<file path="config.mk">
export PLATFORM = sky130hd
export DESIGN_NAME = msrv32_load_store_unit
export DESIGN_NICKNAME = d
export VERILOG_FILES = /design/src/rtl/msrv32_load_store_unit.sv
export SDC_FILE = /design/constraint.sdc
export NUM_CORES = 1
export LEC_CHECK = 0
export CAP_MARGIN = 20
export CORE_MARGIN = 5
export CORE_UTILIZATION = 45
export CTS_BUF_LIST = sky130_fd_sc_hd__clkbuf_4 sky130_fd_sc_hd__clkbuf_8 sky130_fd_sc_hd__clkbuf_16
export CTS_CLUSTER_DIAMETER = 60
export DETAILED_ROUTE_END_ITERATION = 8
export PLACE_DENSITY = 0.81
export SLEW_MARGIN = 25
export SYNTH_ARGS = -nofsm -noshare
export SYNTH_HDL_FRONTEND = slang
export SYNTH_SLANG_ARGS = --single-unit
</file>
<file path="constraint.sdc">
create_clock -name clk_in -period 6.5 [get_ports clk_in]
set_input_delay 1.625 -clock clk_in [delete_from_list [all_inputs] [get_ports clk_in]]
set_output_delay 1.625 -clock clk_in [all_outputs]
set_load 0.03 [all_outputs]
</file>
<file path="src/rtl/msrv32_load_store_unit.sv">
// msrv32_load_store_unit: turns stage-3 load/store controls into req/ready data-bus cycles
// Ports:
//   clk_in, reset_in (async, active-high)
//   mem_rd_req_in/mem_wr_req_in, iadder_in, rs2_in, load_size_in, load_unsigned_in, rd_addr_in : stage-3 request
//   dmem_ready_in, dmem_rd_data_in : bus response
//   dmem_addr_out, dmem_wr_data_out, dmem_wr_mask_out, dmem_rd_req_out, dmem_wr_req_out : registered bus request
//   stall_out : hold upstream pipeline registers
//   load_data_out, load_rd_addr_out, load_valid_out : load writeback
//   misaligned_out, bus_timeout_out : one-cycle trap pulses
module msrv32_load_store_unit #(
  parameter int TIMEOUT_CYCLES = 255,
  parameter int TO_W = 8
) (
  input  logic        clk_in,
  input  logic        reset_in,
  input  logic        mem_rd_req_in,
  input  logic        mem_wr_req_in,
  input  logic [31:0] iadder_in,
  input  logic [31:0] rs2_in,
  input  logic [1:0]  load_size_in,
  input  logic        load_unsigned_in,
  input  logic [4:0]  rd_addr_in,
  input  logic        dmem_ready_in,
  input  logic [31:0] dmem_rd_data_in,
  output logic [31:0] dmem_addr_out,
  output logic [31:0] dmem_wr_data_out,
  output logic [3:0]  dmem_wr_mask_out,
  output logic        dmem_rd_req_out,
  output logic        dmem_wr_req_out,
  output logic        stall_out,
  output logic [31:0] load_data_out,
  output logic [4:0]  load_rd_addr_out,
  output logic        load_valid_out,
  output logic        misaligned_out,
  output logic        bus_timeout_out
);
  typedef enum logic [1:0] {IDLE, RD_WAIT, WR_WAIT} state_t;
  localparam logic [TO_W-1:0] TO_LIM = TO_W'(TIMEOUT_CYCLES);
  localparam bit TO_EN = TIMEOUT_CYCLES != 0;
  state_t state_q, state_d;
  logic [TO_W-1:0] cnt_q, cnt_d;
  logic [31:0] addr_q, addr_d, wdata_q, wdata_d, ldata_q, ldata_d;
  logic [3:0] mask_q, mask_d;
  logic [1:0] off_q, off_d, size_q, size_d;
  logic [4:0] rd_addr_q, rd_addr_d, lrd_q, lrd_d;
  logic uns_q, uns_d, rd_q, rd_d, wr_q, wr_d, lv_q, lv_d, mis_q, mis_d, to_q, to_d;
  logic req, mis, waiting, timeout;
  logic [31:0] sh, ext, st_data;
  logic [3:0] st_mask;
  assign req     = mem_rd_req_in | mem_wr_req_in;
  assign mis     = (load_size_in == 2'b01 & iadder_in[0]) | (load_size_in[1] & |iadder_in[1:0]);
  assign waiting = state_q != IDLE;
  assign timeout = TO_EN && cnt_q == TO_LIM && !dmem_ready_in;
  // Gated with reset so every output reads 0 while reset is held, even with a request pending.
  assign stall_out = !reset_in & ((!waiting & req & !mis) | (waiting & !dmem_ready_in & !timeout));
  assign sh  = dmem_rd_data_in >> {off_q, 3'b000};
  assign ext = size_q == 2'b00 ? {{24{!uns_q & sh[7]}}, sh[7:0]} :
               size_q == 2'b01 ? {{16{!uns_q & sh[15]}}, sh[15:0]} : sh;
  assign st_data = load_size_in == 2'b00 ? {4{rs2_in[7:0]}} :
                   load_size_in == 2'b01 ? {2{rs2_in[15:0]}} : rs2_in;
  assign st_mask = load_size_in == 2'b00 ? 4'b0001 << iadder_in[1:0] :
                   load_size_in == 2'b01 ? 4'b0011 << {iadder_in[1], 1'b0} : 4'b1111;
  always_comb begin
    state_d   = state_q;
    cnt_d     = cnt_q;
    addr_d    = addr_q;
    wdata_d   = wdata_q;
    mask_d    = mask_q;
    off_d     = off_q;
    size_d    = size_q;
    uns_d     = uns_q;
    rd_addr_d = rd_addr_q;
    rd_d      = rd_q;
    wr_d      = wr_q;
    ldata_d   = ldata_q;
    lrd_d     = lrd_q;
    lv_d      = 1'b0;
    mis_d     = 1'b0;
    to_d      = 1'b0;
    if (!waiting) begin
      if (req && mis) begin
        mis_d = 1'b1;
      end else if (req) begin
        state_d   = mem_rd_req_in ? RD_WAIT : WR_WAIT;
        cnt_d     = '0;
        addr_d    = {iadder_in[31:2], 2'b00};
        off_d     = iadder_in[1:0];
        wdata_d   = st_data;
        mask_d    = st_mask;
        size_d    = load_size_in;
        uns_d     = load_unsigned_in;
        rd_addr_d = rd_addr_in;
        rd_d      = mem_rd_req_in;
        wr_d      = !mem_rd_req_in;
      end
    end else if (dmem_ready_in || timeout) begin
      state_d = IDLE;
      cnt_d   = '0;
      rd_d    = 1'b0;
      wr_d    = 1'b0;
      to_d    = !dmem_ready_in;
      lv_d    = dmem_ready_in && state_q == RD_WAIT;
      ldata_d = lv_d ? ext : ldata_q;
      lrd_d   = lv_d ? rd_addr_q : lrd_q;
    end else begin
      cnt_d = cnt_q + 1'b1;
    end
  end
  always_ff @(posedge clk_in or posedge reset_in) begin
    if (reset_in) begin
      state_q   <= IDLE;
      cnt_q     <= '0;
      addr_q    <= '0;
      wdata_q   <= '0;
      mask_q    <= '0;
      off_q     <= '0;
      size_q    <= '0;
      uns_q     <= 1'b0;
      rd_addr_q <= '0;
      rd_q      <= 1'b0;
      wr_q      <= 1'b0;
      ldata_q   <= '0;
      lrd_q     <= '0;
      lv_q      <= 1'b0;
      mis_q     <= 1'b0;
      to_q      <= 1'b0;
    end else begin
      state_q   <= state_d;
      cnt_q     <= cnt_d;
      addr_q    <= addr_d;
      wdata_q   <= wdata_d;
      mask_q    <= mask_d;
      off_q     <= off_d;
      size_q    <= size_d;
      uns_q     <= uns_d;
      rd_addr_q <= rd_addr_d;
      rd_q      <= rd_d;
      wr_q      <= wr_d;
      ldata_q   <= ldata_d;
      lrd_q     <= lrd_d;
      lv_q      <= lv_d;
      mis_q     <= mis_d;
      to_q      <= to_d;
    end
  end
  assign dmem_addr_out    = addr_q;
  assign dmem_wr_data_out = wdata_q;
  assign dmem_wr_mask_out = mask_q;
  assign dmem_rd_req_out  = rd_q;
  assign dmem_wr_req_out  = wr_q;
  assign load_data_out    = ldata_q;
  assign load_rd_addr_out = lrd_q;
  assign load_valid_out   = lv_q;
  assign misaligned_out   = mis_q;
  assign bus_timeout_out  = to_q;
endmodule

</file>
== After elaboration in Yosys (flattened, before gate mapping) ==
Cells that the tools add are included.
Cells by class
  bitwise operators: 14
  shift-type cells: 3
  add/subtract/negate cells: 1
  equality and inequality tests: 6
  mux-type cells: 28
  reductions and logical operators: 20
Operators with widths (number)
  2-to-1 mux 32 bit: 4
  2-to-1 mux 8 bit: 4
  right shift 32 x 5 -> 32 bit: 1
  2-to-1 mux 1 bit: 13
  2-to-1 mux 2 bit: 5
  bitwise AND 1 bit: 9
  AND reduction 3 bit: 3
  adder 8 x 1 -> 8 bit, second input constant: 1
  == test 8 bit, second input constant: 1
  2-to-1 mux 4 bit: 2
  logical NOT 1 bit: 7
  == test 2 x 1 -> 1 bit, second input constant: 3
  logical NOT 2 bit: 2
  nonzero test 2 bit: 2
  left shift 1 x 2 -> 4 bit, first input constant: 1
  left shift 2 x 2 -> 4 bit, first input constant: 1
  logical AND 1 bit: 3
  OR 1 bit: 3
  inequality test 2 x 1 -> 1 bit, second input constant: 1
  inequality test 2 bit, second input constant: 1
  inverter 1 bit: 2
  AND reduction 2 bit: 1
  OR reduction 2 bit: 1
  logical OR 1 bit: 1
Word-level totals
  input port bits: 109
  bits in registers: 128
  output and inout port bits: 111

== Depth between registers and ports, before layout ==
Gate-level depths: netlist (run 1).
  depth in word-level cells: 7
  depth in mapped cells: 8

== Worst setup path before layout (run 1) ==
OpenSTA, ideal clock, no wires.
  kind: input -> output
  start point: input load_size_in[0]
  end point: output stall_out
  arrival: 2.950 ns
  buffers on the path: 2
  stages: 5
  path slack: 1.925 ns
  cells stage by stage: buf_2 o21ai_2 nand4_1 clkbuf_1 a21oi_1
On the way
  longest elaborated chain between the ends: 7
Ends and longest elaborated chain
  start: declaration: RTL line 20  | input logic [1:0] load_size_in,
  == test 2 x 1 -> 1 bit: RTL line 51  | assign mis = (load_size_in == 2'b01 & iadder_in[0]) | (load_size_in[1] & |iadder_in[1:0]);
  bitwise AND 1 bit: RTL line 51
  OR 1 bit: RTL line 51
  logical NOT 1 bit: RTL line 55  | assign stall_out = !reset_in & ((!waiting & req & !mis) | (waiting & !dmem_ready_in & !timeout));
  bitwise AND 1 bit: RTL line 55
  OR 1 bit: RTL line 55
  bitwise AND 1 bit: RTL line 55
  end: declaration: RTL line 30  | output logic stall_out,
Every way passes these cells.

== Worst setup path in the final report (run 1) ==
  start point: input load_size_in[1]
  end point: output stall_out
On the way
  longest elaborated chain between the ends: 7
Ends and longest elaborated chain (RTL line)
  == test 2 x 1 -> 1 bit: 51
  bitwise AND 1 bit: 51
  OR 1 bit (*): 51
  logical NOT 1 bit (*): 55
  bitwise AND 1 bit (*): 55
  OR 1 bit (*): 55
  bitwise AND 1 bit (*): 55
Mark *: on every way between the ends. The rest lies on a longest branch, timed or not.

==> reports/results.tsv, run 1 <==
stage	metric	value	unit
sta	# setup viols final	0	
sta	Fin Hold WS	0.459	ns
logic_synthesis	Post-Synthesis Cell Area	6000	um2
global_route	pin count of the biggest net entering global routing	98	
logic_synthesis	sequential-to-total area share from yosys stat	52.5	%
finish	share of cells above drive strength 1	7.06	%
floorplan	die height	126	um
sta	min Tclk post-route	4.56	ns
worst_setup_path	Worst setup EP type	primary output	
placed_design	placer congestion estimate	0.830	
clock_tree	Clk Latency, worst-skew pair	0.41	ns
flow_run	Max Cap Viol	0	
clock_tree	root buf cell	clkbuf_16	
sta	relative slew slack	32.8	%
finish	multi-input combinational cell area	2590	um2
floorplan	die width	126	um
global_route	total grt overflow	0	
logic_synthesis	Yosys reg bits	126	
min_path	hold crit path type	flip-flop to flip-flop	
sta	clock skew	0.00532	ns
global_route	initial antenna violation count	0	
clock_tree	H-tree depth	4	
finish	non-filler instance count after layout	1054	
sta	measured slew at the worst slew-check pin	1.01	ns
logic_synthesis	Avg Cell Area, Syn	8.96	um2
worst_setup_path	R2R Path Start	off_q[0]	
min_path	Worst Hold Launch	rd_addr_q[0]	
sta	setup repair after global routing missed its margin	false	
sta	setup TNS	0	ns
drt	total wire length	18000	um
logic_synthesis	Top FF cell, synth	dfrtp_1	
floorplan	DIE AREA	15800	um2
worst_setup_path	Crit path required time	4.88	ns
drt	via count	5520	
global_route	Overall Global Routing Usage	23.3	%
finish	register area	3150	um2
logic_synthesis	area share of the largest cell type after synthesis	52.5	%
drt	First-pass DRT Iterations	5	
clock_tree	Clock Pin Slew Worst Setup and Hold Paths	0.05	ns
logic_synthesis	largest cells by area after synthesis	dfrtp_1 53%, nand2_1 13%, mux2i_1 6.8%, o21ai_0 5.4%, a21oi_1 2.3%	
min_path	worst hold path depth	2	
floorplan	Row Count	42	
sta	maximum clock frequency	219	MHz
placed_design	post-DP HPWL	12700	um
finish	Filler cells	1036	
sta	Final Cycle Share	70.2	%
worst_setup_path	Worst Path Arrival	2.94	ns
clock_tree	post-CTS sizing	0	
clock_tree	cts bufs inserted	17	
worst_setup_path	CP Class	input port to primary output	
worst_setup_path	worst r2r dst	load_data_out[17]	
logic_synthesis	Mapped Cells	670	
logic_synthesis	Ys Warns	0	
floorplan	Core Footprint	13100	um2
sta	Hold Fails Final Rpt	0	
worst_setup_path	cells on worst reg2reg path	5	
logic_synthesis	post-synth top area cell	dfrtp_1	
logic_synthesis	synth unique cells	49	
finish	nets@finish	975	
clock_tree	Max clock buf depth	2	
drt	DR WL/cell	17.0	um
worst_setup_path	Worst setup SP type	input port	
pwr	PD cells	437	nW/um2
global_route	first-pass GRT wire length	29200	um
worst_setup_path	reg-to-reg slack, setup	4.31	ns
logic_synthesis	EDFF count, synth	0	
clock_tree	CTS tree	yes	
drt	Initial DRC Count	512	
global_route	vias in the first global route	5666	
placed_design	port buffer count	217	
min_path	Worst Hold End	load_rd_addr_out[0]	
drt	ANT nets after route	0	
clock_tree	Clock Sinks	126	
pwr	VDD IR-drop max	0.226	mV
finish	Ant. Diodes	0	
finish	synthesis-to-finish area growth	46.9	%
sta	Slew Limit Fails	0	
floorplan	Ports	220	
logic_synthesis	FFs w/ async S/R, synth	100	%
placed_design	placed cells	1022	
drt	routed vias/inst	5.24	
clock_tree	post-CTS setup buffer count	0	
floorplan	Starting Density	45.7	%
clock_tree	hold_buf cts	0	
drt	DRC Markers	0	
worst_setup_path	Worst Path Max Fanout	10	
pwr	Leakage	0.00395	uW
status	outcome	finished clean	
==> how the worst max path moves through the flow <==
stage | from | endpoint | slack, ns | cells after the start
final | load_size_in[1] | stall_out | 1.94 | 5
after global routing | load_size_in[1] | stall_out | 1.84 | 5
after CTS | load_size_in[0] | stall_out | 1.94 | 6
after detailed placement | load_size_in[0] | stall_out | 1.95 | 6
after global placement | load_size_in[0] | stall_out | 1.95 | 6
after floorplan | reset_in | bus_timeout_out | 1.52 | 1
==> state kept, by name, summed over array words and instances, names as in the netlist <==
| register | count |
|---|---|
| cnt_q | 8 |
| misaligned_out | 1 |
| state_q | 2 |
| bus_timeout_out | 1 |
| off_q | 2 |
| rd_addr_q | 5 |
| load_rd_addr_out | 5 |
| dmem_wr_data_out | 32 |
| dmem_addr_out | 30 |
| load_valid_out | 1 |
| load_data_out | 32 |
| uns_q | 1 |
| dmem_wr_mask_out | 4 |
| size_q | 2 |
==> metrics by stage <==
step	setup slack [ns]	utilization (%)	instance area, um2	total power [uW]
detailed placement	1.95	62.5	8210	2930
global route	1.84	67.1	8820	4070
CTS	1.94	67.1	8810	3880
global placement	1.95	62.5	8210	2900
floorplan	1.52	-	6010	2200
finish	1.94	67.1	8820	3850
==> area by class of cell <==
type / count / area share [%]
Sequential cell: 126 / 35.8
Multi-Input combinational cell: 489 / 29.3
Timing Repair Buffer: 225 / 25.3
Clock buffer: 27 / 6.24
Tap cell: 176 / 2.50
Clock inverter: 5 / 0.568
Inverter: 6 / 0.284
==> synthesized netlist by cell type (all sizes together) (2+ instances only) <==
library cell and n:
nand2 215, dfrtp 126, o21ai 84, mux2i 41, nor2 34, a21oi 32, buf 27, clkbuf 23
nor3 11, a22oi 8, mux2 7, o211ai 7, o2bb2ai 7, a31oi 5, inv 5, nand3 4
nand4 3, nor2b 3, or2 3, a22o 2, and3 2, and4 2, nand3b 2, o32ai 2
==> where the power goes <==
| group | leakage (uW) | switching (uW) | internal, uW | total, uW |
|---|---|---|---|---|
| clock network | 0.000306 | 321 | 613 | 934 |
| logic | 0.00211 | 1010 | 678 | 1680 |
| registers | 0.00153 | 182 | 1050 | 1230 |
| total | 0.00395 | 1510 | 2340 | 3850 |
==> critical path, cell delays in order <==
cell and delay, ns:
clkdlybuf4s50_1 0.59, o21ai_2 0.26, nand4_1 0.14, a21oi_1 0.14, buf_4 0.18
==> cells in the final DEF, fill, tap and decap left out, types with 2 or more instances in the layout <==
| cell | synthesis | final |
|---|---|---|
| nor2b_1 | 3 | 2 |
| inv_1 | 5 | 4 |
| a22o_1 | 2 | 2 |
| clkbuf_16 | 0 | 17 |
| o211ai_1 | 7 | 7 |
| dfrtp_1 | 126 | 126 |
| or2_2 | 2 | 2 |
| nand3_1 | 4 | 4 |
| o32ai_1 | 2 | 2 |
| clkinv_2 | 0 | 4 |
| nand2_1 | 215 | 215 |
| a22oi_1 | 8 | 8 |
| o21ai_0 | 65 | 65 |
| mux2_2 | 7 | 7 |
| nor2_1 | 33 | 33 |
| nor3_1 | 10 | 10 |
| clkdlybuf4s50_1 | 0 | 216 |
| o21ai_1 | 17 | 17 |
| a21oi_2 | 4 | 4 |
| mux2i_1 | 41 | 41 |
| o2bb2ai_1 | 7 | 7 |
| a21oi_1 | 28 | 28 |
| clkbuf_4 | 0 | 2 |
| conb_1 | 1 | 2 |
| buf_4 | 5 | 9 |
| and3_1 | 2 | 2 |
| nand4_1 | 3 | 3 |
| o21ai_2 | 2 | 2 |
| clkbuf_8 | 0 | 8 |
| nand3b_1 | 2 | 2 |
| a31oi_1 | 5 | 5 |
==> logic make-up (layout without fill, tap and decap cells) <==
| family | count (synthesis) | count (layout) | synth area share, % |
|---|---|---|---|
| and+or+nand+nor | 282 | 282 | 19.0 |
| AOI/OAI and AO/OA | 153 | 153 | 14.9 |
| DFF | 126 | 126 | 52.5 |
| buffers and inverters | 56 | 263 | 4.50 |
| muxes | 49 | 49 | 8.52 |
| xor gates and xnor gates | 2 | 2 | 0.292 |
| adders and majority gates | 1 | 1 | 0.208 |
| other | 1 | 2 | 0.0625 |
==> routing by layer <==
layer / share of wire, % / GRT usage (%) / routed length (um) / up-vias
met5: 0 / 0 / 0 / -
met4: 1.9 / 7.72 / 337 / 0
met3: 11 / 11.6 / 2000 / 27
met2: 47 / 36.5 / 8360 / 239
met1: 40 / 28.1 / 7250 / 2608
li1: - / - / - / 2646
No activity file was read; power rests on OpenSTA's default activity.
==> inputs of run 2 (changes only) <==
--- a/config.mk
+++ b/config.mk
@@ -7,11 +7,11 @@
 export LEC_CHECK = 0
 export CAP_MARGIN = 20
 export CORE_MARGIN = 5
-export CORE_UTILIZATION = 45
+export CORE_UTILIZATION = 41
 export CTS_BUF_LIST = sky130_fd_sc_hd__clkbuf_4 sky130_fd_sc_hd__clkbuf_8 sky130_fd_sc_hd__clkbuf_16
 export CTS_CLUSTER_DIAMETER = 60
 export DETAILED_ROUTE_END_ITERATION = 8
-export PLACE_DENSITY = 0.81
+export PLACE_DENSITY = 0.78
 export SLEW_MARGIN = 25
 export SYNTH_ARGS = -nofsm -noshare
 export SYNTH_HDL_FRONTEND = slang
==> constraint.sdc (replaced) <==
create_clock -name clk_in -period 3.98 [get_ports clk_in]
set_input_delay 0.995 -clock clk_in [delete_from_list [all_inputs] [get_ports clk_in]]
set_output_delay 0.995 -clock clk_in [all_outputs]
set_load 0.03 [all_outputs]
==> reports/results.tsv, run 2 (synthesized netlist as in run 1, its figures left out) <==
stage	metric	value	unit	change
worst_setup_path	critical-path cell list	clkdlybuf4s50_1 > nor2_1 > nand2_1 > a21oi_1 > buf_4		
finish	Filler cells	1252		+21%
floorplan	DIE AREA	17200	um2	+9.0%
drt	routed vias/inst	5.13		-2.0%
floorplan	Row Count	44		+4.8%
finish	Ant. Diodes	0		unchanged
worst_setup_path	largest stage delay on the critical path	0.46	ns	-0.13 ns
worst_setup_path	Crit path required time	2.98	ns	-1.90 ns
global_route	total grt overflow	0		unchanged
worst_setup_path	slowest CP cell	clkdlybuf4s50_1		
clock_tree	H-tree depth	4		unchanged
sta	relative slew slack	39.2	%	+6.4 points
drt	DRC Markers	0		unchanged
sta	clock skew	0.00563	ns	+0.000309 ns
clock_tree	post-CTS sizing	0		unchanged
worst_setup_path	Worst setup SP type	input port		
clock_tree	cts bufs inserted	17		unchanged
global_route	initial antenna violation count	0		unchanged
placed_design	placer congestion estimate	0.815		-1.8%
global_route	first-pass GRT wire length	28100	um	-3.6%
finish	register area	3150	um2	unchanged
finish	commonest non-fill, non-tap cell in the layout	clkdlybuf4s50_1		
global_route	pin count of the biggest net entering global routing	98		unchanged
drt	total wire length	18000	um	+0.42%
clock_tree	post-CTS setup buffer count	0		unchanged
floorplan	Core Footprint	14400	um2	+9.8%
clock_tree	root buf cell	clkbuf_16		
drt	Initial DRC Count	325		-37%
sta	measured slew at the worst slew-check pin	0.912	ns	-0.0957 ns
placed_design	port buffer count	217		unchanged
sta	Final Cycle Share	80.7	%	
finish	commonest non-fill, non-tap cells in the layout	216 x clkdlybuf4s50_1, 215 x nand2_1, 126 x dfrtp_1, 65 x o21ai_0, 41 x mux2i_1		
finish	final instance area	8880	um2	+0.77%
flow_run	Max Cap Viol	0		unchanged
pwr	Sequential Power Share	31.8	%	-0.2 points
sta	maximum clock frequency	311	MHz	
finish	share of cells above drive strength 1	7.27	%	+0.21 points
min_path	hold crit path type	flip-flop to flip-flop		
worst_setup_path	Worst setup EP type	primary output		
sta	Hold Fails Final Rpt	0		unchanged
sta	setup repair after global routing missed its margin	false		
sta	Slew Limit Fails	0		unchanged
clock_tree	Clk Latency, worst-skew pair	0.41	ns	about the same
clock_tree	Clock Pin Slew Worst Setup and Hold Paths	0.05	ns	about the same
global_route	Overall Global Routing Usage	21.1	%	-2.2 points
placed_design	placed cell area	8280	um2	+0.78%
floorplan	Ports	220		unchanged
pwr	Sw Ratio	39.0	%	-0.14 points
floorplan	Starting Density	41.6	%	-4.1 points
pwr	VDD IR-drop max	0.352	mV	+55%
clock_tree	Clock Sinks	126		unchanged
floorplan	die height	131	um	+4.4%
sta	# setup viols final	0		unchanged
global_route	vias in the first global route	5386		-4.9%
pwr	internal power	3860	uW	+65%
clock_tree	hold_buf cts	0		unchanged
drt	via count	5460		-1.1%
worst_setup_path	Worst Path Max Fanout	4		-6
drt	DR WL/cell	16.9	um	-0.52%
drt	First-pass DRT Iterations	5		unchanged
pwr	Clock Power Share	24.7	%	+0.4 points
pwr	PD cells	713	nW/um2	+63%
sta	min Tclk post-route	3.21	ns	
pwr	Leakage	0.00397	uW	+0.50%
pwr	Gate power share	43.5	%	-0.2 points
worst_setup_path	CP Class	input port to primary output		
clock_tree	Max clock buf depth	2		unchanged
floorplan	die width	131	um	+4.4%
status	outcome	finished clean		
sta	setup TNS	0	ns	unchanged
placed_design	post-DP HPWL	12700	um	about the same
clock_tree	CTS tree	yes		
finish	multi-input combinational cell area	2590	um2	unchanged
pwr	switching pwr	2470	uW	+64%
worst_setup_path	Worst Path Arrival	2.22	ns	-0.72 ns
drt	ANT nets after route	0		unchanged
finish	synthesis-to-finish area growth	48.0	%	
finish	nets@finish	977		+0.21%
-- run 2: cell types whose count changed in the layout (fill, tap and decap cells not counted) --
cell	before	now
buf_12	0	3
clkbuf_8	8	5
clkbuf_4	2	4
buf_4	9	8
bufinv_16	1	2
clkinvlp_4	0	1
inv_4	1	0
-- run 2: area by class of cell --
cell class	count	share of cell area (%)
Sequential cell	126	35.5
Multi-Input combinational cell	489	29.1
Timing Repair Buffer	227	25.7
Clock buffer	26	5.90
Tap cell	184	2.59
Clock inverter	6	0.901
Inverter	6	0.296
-- run 2: stage by stage --
step                      std cells  utilization, %  hold WS (ns)  total power [uW]  setup slack [ns]
after global routing           1064            61.6         0.489              6680             0.673
final                          1064            61.6         0.464              6330             0.767
after floorplan                 671               -         0.439              3600             0.665
after global placement         1032            57.4         0.448              4740             0.799
after detailed placement       1032            57.4         0.456              4790             0.790
after CTS                      1064            61.6         0.471              6390             0.780
-- run 2: routing by layer --
layer	vias up	wire, um	track usage [%]
met4	0	280	7.14
met1	2563	7280	26.4
li1	2657	-	-
met2	218	8360	32.9
met3	22	2110	8.90
met5	-	0	0
-- run 2: final timing paths --
check / from / slack (ns) / end / depth (start not counted)
min reg2reg: rd_addr_q[0] / 0.46 / load_rd_addr_out[0] / 2
max: dmem_ready_in / 0.77 / stall_out / 5
max in group asynchronous: reset_in / 2.16 / dmem_wr_data_out[30] / 3
min: rd_addr_q[0] / 0.46 / load_rd_addr_out[0] / 2
min in group asynchronous: reset_in / 1.09 / dmem_addr_out[8] / 2
max reg2reg: off_q[0] / 1.68 / load_data_out[12] / 4
-- run 2: power by group through the flow --
stage | Clock (uW) | Combinational [uW] | Sequential, uW
final | 1560 | 2760 | 2010
after global routing | 1660 | 2950 | 2070
after CTS | 1600 | 2780 | 2010
after detailed placement | 0 | 2770 | 2020
after global placement | 0 | 2730 | 2000
after floorplan | 0 | 841 | 2760
-- run 2: worst max-delay path: cells and delay by family --
kind                   cells  cell delay, ns
buffers and inverters      2            0.64
AO/OA/AOI/OAI              1            0.18
AND/OR/NAND/NOR            2            0.40
==> inputs of run 3 (changes only) <==
--- a/config.mk
+++ b/config.mk
@@ -7,11 +7,11 @@
 export LEC_CHECK = 0
 export CAP_MARGIN = 20
 export CORE_MARGIN = 5
-export CORE_UTILIZATION = 41
+export CORE_UTILIZATION = 45
 export CTS_BUF_LIST = sky130_fd_sc_hd__clkbuf_4 sky130_fd_sc_hd__clkbuf_8 sky130_fd_sc_hd__clkbuf_16
 export CTS_CLUSTER_DIAMETER = 60
 export DETAILED_ROUTE_END_ITERATION = 8
-export PLACE_DENSITY = 0.78
+export PLACE_DENSITY = 0.81
 export SLEW_MARGIN = 25
 export SYNTH_ARGS = -nofsm -noshare
 export SYNTH_HDL_FRONTEND = slang
==> constraint.sdc (replaced) <==
create_clock -name clk_in -period 3.2 [get_ports clk_in]
set_input_delay 0.8 -clock clk_in [delete_from_list [all_inputs] [get_ports clk_in]]
set_output_delay 0.8 -clock clk_in [all_outputs]
set_load 0.03 [all_outputs]
==> reports/results.tsv, run 3 (synthesized netlist as in run 1, its figures left out) <==
stage	metric	value	unit	change
worst_setup_path	Worst setup SP type	input port		
floorplan	Ports	220		unchanged
placed_design	placer congestion estimate	0.823		+1.0%
finish	synthesis-to-finish area growth	48.2	%	
min_path	hold crit path type	flip-flop to flip-flop		
placed_design	post-DP HPWL	12400	um	-2.1%
clock_tree	Max clock buf depth	2		unchanged
finish	Filler cells	1049		-16%
sta	clock skew	0.00718	ns	+0.00155 ns
finish	final instance area	8900	um2	+0.14%
floorplan	Row Count	42		-4.5%
global_route	total grt overflow	0		unchanged
clock_tree	hold_buf cts	0		unchanged
floorplan	Core Footprint	13100	um2	-8.9%
clock_tree	Clk Latency, worst-skew pair	0.42	ns	about the same
sta	maximum clock frequency	350	MHz	
sta	relative slew slack	34.7	%	-4.5 points
clock_tree	CTS tree	yes		
clock_tree	root buf cell	clkbuf_16		
finish	commonest non-fill, non-tap cells in the layout	216 x clkdlybuf4s50_1, 215 x nand2_1, 126 x dfrtp_1, 65 x o21ai_0, 41 x mux2i_1		
floorplan	die height	126	um	-4.2%
worst_setup_path	Worst Path Arrival	2.06	ns	-0.16 ns
sta	setup repair after global routing missed its margin	false		
sta	# setup viols final	0		unchanged
floorplan	die width	126	um	-4.2%
floorplan	DIE AREA	15800	um2	-8.2%
sta	setup TNS	0	ns	unchanged
global_route	Overall Global Routing Usage	22.3	%	+1.2 points
drt	ANT nets after route	0		unchanged
worst_setup_path	CP Class	input port to primary output		
sta	Hold Fails Final Rpt	0		unchanged
placed_design	port buffer count	217		unchanged
flow_run	Max Cap Viol	0		unchanged
global_route	initial antenna violation count	0		unchanged
placed_design	Setup WS pre-CTS	0.366	ns	-0.424 ns
drt	via count	5483		+0.42%
finish	commonest non-fill, non-tap cell in the layout	clkdlybuf4s50_1		
drt	routed vias/inst	5.19		+1.1%
status	outcome	finished clean		
global_route	first-pass GRT wire length	27900	um	-0.76%
finish	nets@finish	978		+0.10%
sta	min Tclk post-route	2.86	ns	
clock_tree	post-CTS sizing	0		unchanged
drt	DR WL/cell	16.7	um	-1.3%
drt	First-pass DRT Iterations	5		unchanged
drt	total wire length	17700	um	-2.0%
worst_setup_path	Worst setup EP type	primary output		
global_route	pin count of the biggest net entering global routing	98		unchanged
sta	measured slew at the worst slew-check pin	0.979	ns	+0.0677 ns
clock_tree	cts bufs inserted	17		unchanged
sta	Final Cycle Share	89.2	%	
global_route	vias in the first global route	5372		-0.26%
pwr	PD cells	893	nW/um2	+25%
worst_setup_path	Crit path required time	2.40	ns	-0.58 ns
floorplan	Starting Density	45.7	%	+4.1 points
clock_tree	post-CTS setup buffer count	0		unchanged
drt	Initial DRC Count	460		+42%
worst_setup_path	Worst Path Max Fanout	7		+3
clock_tree	Clock Sinks	126		unchanged
finish	share of cells above drive strength 1	7.26	%	-0.0083 points
pwr	Leakage	0.00398	uW	+0.35%
drt	DRC Markers	0		unchanged
finish	Ant. Diodes	0		unchanged
clock_tree	H-tree depth	4		unchanged
min_path	worst hold path depth	2		unchanged
placed_design	placed cell area	8260	um2	-0.18%
sta	Worst Slack Setup Final	0.344	ns	-0.423 ns
pwr	power after layout	7940	uW	+25%
worst_setup_path	cells on worst reg2reg path	5		+1
clock_tree	Clock Pin Slew Worst Setup and Hold Paths	0.05	ns	about the same
sta	Slew Limit Fails	0		unchanged
pwr	VDD IR-drop max	0.520	mV	+48%
==> run 3: path summary, 6_finish.rpt <==
kind | startpoint | slack, ns | endpoint
worst min register to register | dmem_wr_data_out[2] | 0.47 | dmem_wr_data_out[2]
max in group asynchronous | reset_in | 1.65 | load_data_out[30]
worst max-delay path | iadder_in[1] | 0.34 | stall_out
min in group asynchronous | reset_in | 0.87 | dmem_wr_data_out[22]
worst min-delay path | dmem_wr_data_out[2] | 0.47 | dmem_wr_data_out[2]
worst max register to register | off_q[1] | 1.09 | load_data_out[25]
==> run 3: worst max-delay path: stages <==
cell	delay, ns
clkdlybuf4s50_1	0.54
nand2_1	0.18
nand4_1	0.18
a21oi_1	0.18
buf_4	0.18
==> run 3: cell type report <==
cell class              count  area (um2)  area share (%)
flip-flops and latches    126        3150            35.4
multi-input cells         489        2580            29.1
repair buffers            228        2280            25.6
clock buffers              28         564            6.34
well taps                 176         220            2.48
clock inverters             4        70.1           0.788
inverters                   6        26.3           0.295
==> run 3: stage by stage <==
stage / utilization (%) / hold WS [ns] / instances
2_1_floorplan: - / 0.439 / 671
5_1_grt: 67.7 / 0.494 / 1057
6_report: 67.7 / 0.468 / 1057
4_1_cts: 67.7 / 0.475 / 1057
3_3_place_gp: 62.9 / 0.449 / 1025
3_5_place_dp: 62.9 / 0.458 / 1025
==> run 3: report_power, final <==
group,leakage (uW),switching [uW],internal (uW)
Clock,0.000319,676,1350
Combinational,0.00213,2050,1390
Sequential,0.00153,341,2130
Total,0.00398,3070,4870
==> run 3: routing by layer <==
layer | wire [um] | track usage, %
met1 | 7100 | 27.0
met2 | 7820 | 33.3
met3 | 2260 | 12.0
met4 | 488 | 9.31
met5 | 0 | 0
